--- src/rtl/divu_seq_shift_sub.sv ---
// Sequential unsigned restoring divider: 2*BITS-bit dividend by BITS-bit divisor,
// one quotient bit per cycle, start/done handshake with a divide-by-zero shortcut.
module divu_seq_shift_sub #(
  parameter int BITS = 4
) (
  input  logic              clk,
  input  logic              rst,
  input  logic              start,
  input  logic [2*BITS-1:0] dividend,
  input  logic [BITS-1:0]   divisor,
  output logic              busy,
  output logic              done,
  output logic [2*BITS-1:0] quotient,
  output logic [BITS-1:0]   remainder,
  output logic              div_by_zero
);

  localparam int QW = 2 * BITS;
  localparam int CW = $clog2(QW + 1);

  typedef enum logic {IDLE, RUN} state_t;

  state_t            state_q, state_d;
  logic [QW-1:0]     q_q, q_d;
  logic [BITS-1:0]   d_q, d_d;
  logic [BITS:0]     r_q, r_d;
  logic [CW-1:0]     cnt_q, cnt_d;
  logic              done_q, done_d;
  logic              dbz_q, dbz_d;
  logic [QW-1:0]     quot_q, quot_d;
  logic [BITS-1:0]   rem_q, rem_d;

  // One restoring step; trial value carries a spare MSB so the compare never wraps.
  logic [BITS+1:0]   trial;
  logic [BITS+1:0]   d_ext;
  logic              fits;
  logic [BITS:0]     r_next;
  logic [QW-1:0]     q_next;

  always_comb begin
    trial  = {r_q, q_q[QW-1]};
    d_ext  = {2'b00, d_q};
    fits   = (trial >= d_ext);
    r_next = (BITS+1)'(fits ? (trial - d_ext) : trial);
    q_next = {q_q[QW-2:0], fits};
  end

  always_comb begin
    state_d = state_q;
    q_d     = q_q;
    d_d     = d_q;
    r_d     = r_q;
    cnt_d   = cnt_q;
    done_d  = 1'b0;
    dbz_d   = dbz_q;
    quot_d  = quot_q;
    rem_d   = rem_q;
    case (state_q)
      IDLE: begin
        if (start) begin
          q_d   = dividend;
          d_d   = divisor;
          r_d   = '0;
          cnt_d = CW'(QW);
          if (divisor == '0) begin
            done_d = 1'b1;
            dbz_d  = 1'b1;
            quot_d = '1;
            rem_d  = dividend[BITS-1:0];
          end else begin
            state_d = RUN;
          end
        end
      end
      RUN: begin
        r_d   = r_next;
        q_d   = q_next;
        cnt_d = cnt_q - CW'(1);
        if (cnt_q == CW'(1)) begin
          state_d = IDLE;
          done_d  = 1'b1;
          dbz_d   = 1'b0;
          quot_d  = q_next;
          rem_d   = r_next[BITS-1:0];
        end
      end
      default: state_d = IDLE;
    endcase
  end

  always_ff @(posedge clk or posedge rst) begin
    if (rst) begin
      state_q <= IDLE;
      q_q     <= '0;
      d_q     <= '0;
      r_q     <= '0;
      cnt_q   <= '0;
      done_q  <= 1'b0;
      dbz_q   <= 1'b0;
      quot_q  <= '0;
      rem_q   <= '0;
    end else begin
      state_q <= state_d;
      q_q     <= q_d;
      d_q     <= d_d;
      r_q     <= r_d;
      cnt_q   <= cnt_d;
      done_q  <= done_d;
      dbz_q   <= dbz_d;
      quot_q  <= quot_d;
      rem_q   <= rem_d;
    end
  end

  assign busy        = (state_q == RUN);
  assign done        = done_q;
  assign div_by_zero = dbz_q;
  assign quotient    = quot_q;
  assign remainder   = rem_q;

endmodule
--- config.mk ---
export PLATFORM = sky130hd
export DESIGN_NAME = divu_seq_shift_sub
export DESIGN_NICKNAME = d
export VERILOG_FILES = /design/src/rtl/divu_seq_shift_sub.sv
export SDC_FILE = /design/constraint.sdc
export NUM_CORES = 1
export LEC_CHECK = 0
export CAP_MARGIN = 15
export CORE_MARGIN = 3
export CORE_UTILIZATION = 45
export DETAILED_ROUTE_END_ITERATION = 6
export GPL_TIMING_DRIVEN = 0
export HOLD_SLACK_MARGIN = 0.03
export PLACE_DENSITY = 0.74
export SLEW_MARGIN = 0
export SYNTH_ARGS = -nofsm -noshare
export SYNTH_HDL_FRONTEND = slang
export SYNTH_SLANG_ARGS = --single-unit
--- constraint.sdc ---
create_clock -name clk -period 2.7 [get_ports clk]
set_clock_uncertainty 0.2 [all_clocks]
set_input_delay 0.54 -clock clk [delete_from_list [all_inputs] [get_ports clk]]
set_output_delay 0.54 -clock clk [all_outputs]
set_load 0.05 [all_outputs]
==> metrics.txt <==
CP arrival=about 2.6 ns; # clock sinks=36; maxcap violations=0; dpl ws=-0.0541 ns; Horiz. Die Dim=approximately 70 um; antenna-violating nets left=0; routed vias=about 1.4k; status=finished clean; H-tree depth=2; area of the die=4770 um^2; Longest Clk Path Bufs=2; top post-synthesis cells by area=dfrtp_1, nor2b_1, ha_1; Leak=0.976 nW; Vert. Die Dim=a little under 70 um; leading area contributor after synthesis=dfrtp_1; syn avg cell area=between 10 and 15 um^2; DRC violations left=0; Post-Syn Nets=200; GRT Overall Usage=between 15 and 20%; P&R area growth vs syn=26.7%; Pwr per Cell Area=about 1400 nW/um^2; Critical Path RT=roughly 2.7 ns; vias in the first global route=about 1.5k; pins over their slew limit=0; Min-Delay Path Class=reg -> reg; CP startpoint kind=flip-flop; Synth top area share=50.3%; post-synth cell types=37; crit end category=flip-flop; final worst slack=around 0.076 ns; Final Cycle Share=~97%; RSZ-0062 raised after global routing=true; IO Count=30; core box area=about 3700 um^2; Post-Route WL=3990 um; placed cell count=256; most common cell after layout, fill and taps aside=dfrtp_1; nets@finish=approximately 240; initial antenna violation count=0; CTS tree=done; Starting Density=between 40 and 50%; Seq/Total Area, Yosys=approximately half; multi-input gate area in the final layout=800 um^2; number of vias per cell=between 5 and 6; Finished Layout Cells=between 200 and 300; CP max FO=2; synthesized cell area=between 1500 and 2000 um^2; Max Clk Rate=~380 MHz; Final setup viols=0; register clock-pin slew on the reported worst setup and hold paths=0.07 ns; Slew headroom=54.8%; DP HPWL=roughly 3000 um; share of cells above drive strength 1=slightly below 9%; register area=901 um^2; Core Util, Final=60.6%; pin count of the biggest net entering global routing=22; total gr overflow=0; #FFs+latches synth=36; Setup CP Type=reg -> reg; fin crit period=between 2 and 3 ns; endpoints failing hold=0; synthesized instance count=178; Worst VDD drop=836 uV; FP Rows=22; Max stage delay cell, worst path=dfrtp_1; Slew @ Worst Pin=~0.68 ns; wire length of the first global-routing pass=7020 um; Root Buffer=clkbuf_8; most frequent cells in the layout=dfrtp_1, clkdlybuf4s50_1, nand2_1; TritonRoute pass-1 iters=4; clk_lat worst skew=around 0.28 ns; GPL Wtd Cong=0.880; n_diodes=0; initial drt markers=between 40 and 50; Synth Warn #=0; # hold bufs at CTS=0; CP peak stage delay=0.40 ns; # port buffers=29; crit path cell chain=inv_2 > ha_1 > inv_1 > fa_2 > a21o_2 > a2111oi_4 > mux2i_1 > a21oi_1 > mux2_2; drt wl/cell=15.0 um; Fill cells=between 300 and 400; CTS Buf Count=5
[metal layers]
| metal | vias up | wire length, um | track usage [%] | part of all wire, % |
|---|---|---|---|---|
| li1 | 685 | - | - | - |
| met1 | 701 | 1780 | 23.3 | 45 |
| met2 | 25 | 2000 | 30.3 | 50 |
| met3 | 8 | 130 | 4.37 | 3.3 |
| met4 | 0 | 77 | 6.94 | 1.9 |
| met5 | - | 0 | 0 | 0 |
[cells in the mapped netlist]
master	count
a2111oi_4	1
a211oi_1	6
a21o_1	2
a21o_2	1
a21oi_1	10
a31oi_1	2
a41o_1	1
buf_1	2
buf_2	1
buf_6	1
clkbuf_1	7
dfrtp_1	36
fa_1	1
ha_1	6
inv_1	11
mux2_2	3
mux2i_1	5
nand2_1	18
nand2b_1	5
nand3_1	1
nand3b_1	1
nor2_1	16
nor2b_1	13
nor3_1	1
nor3b_1	1
nor4_1	1
o211a_1	2
o211ai_1	1
o21a_1	1
o21ai_0	10
o21ai_1	2
o22a_1	3
o22ai_2	2
o31ai_1	1
or3_1	1
xnor2_1	1
xor2_1	1
[sequential cells by signal (all words and copies together), names as in the netlist]
| register | cells |
|---|---|
| busy | 1 |
| cnt_q | 4 |
| d_q | 4 |
| div_by_zero | 1 |
| done | 1 |
| q_q | 8 |
| quotient | 8 |
| r_q | 5 |
| remainder | 4 |
[kinds of logic (layout without fill, tap and decap cells)]
kind of cell | after synthesis | after routing | share of synthesized area, %
buffers and inverters | 22 | 61 | 5.11
muxes | 8 | 8 | 4.69
DFF | 36 | 36 | 50.3
adders and majority gates | 7 | 7 | 5.31
and+or+nand+nor | 58 | 58 | 15.5
AOI/OAI and AO/OA | 45 | 45 | 18.0
xor gates and xnor gates | 2 | 2 | 0.979
[per-stage QoR]
stage	power, W	cell area [um^2]	setup TNS, ns	hold slack (ns)
2_1_floorplan	0.00234	1790	0	0.264
5_1_grt	0.00349	2270	-0.0170	0.315
4_1_cts	0.00327	2270	0	0.298
6_report	0.00325	2270	0	0.297
3_3_place_gp	0.00277	2140	-0.0437	0.262
3_5_place_dp	0.00282	2170	-0.0673	0.280
[final timing paths]
check	cells after the start	slack [ns]	to	start
hold / removal	2	0.30	div_by_zero	div_by_zero
setup / recovery	9	0.08	remainder[1]	q_q[7]
max in group asynchronous	3	1.30	quotient[2]	rst
setup reg to reg	9	0.08	remainder[1]	q_q[7]
hold reg to reg	2	0.30	div_by_zero	div_by_zero
min in group asynchronous	2	0.46	q_q[7]	rst
[report_power, final]
part / switching (W) / leakage [nW] / internal [W]
Clock: 0.000183 / 0.0455 / 0.000208
Sequential: 0.000150 / 0.404 / 0.000797
Combinational: 0.00109 / 0.526 / 0.000817
Total: 0.00143 / 0.976 / 0.00182
[layout make-up]
class                      count  area share [%]
sequential                    36            39.7
multi-input combinational    120            35.3
timing repair buffer          31            14.3
clock buffer                   8            3.97
tap                           48            2.65
buffer                        11            2.21
inverter                      11            1.82
[critical path: cells and delay by family, from the launching register on]
family	cells	cell delay [ns]
adders and majority gates	2	0.49
muxes	2	0.60
buffers and inverters	2	0.12
AOI/OAI and AO/OA	3	0.69
DFF	1	0.40
[timing repair]
item | in CTS | in global routing
setup endpoints to repair | 1 | 1
buffers inserted | 1 | 0
pin swaps | 1 | 0
gates resized for setup | 1 | 1
No activity file was read; power rests on OpenSTA's default activity.
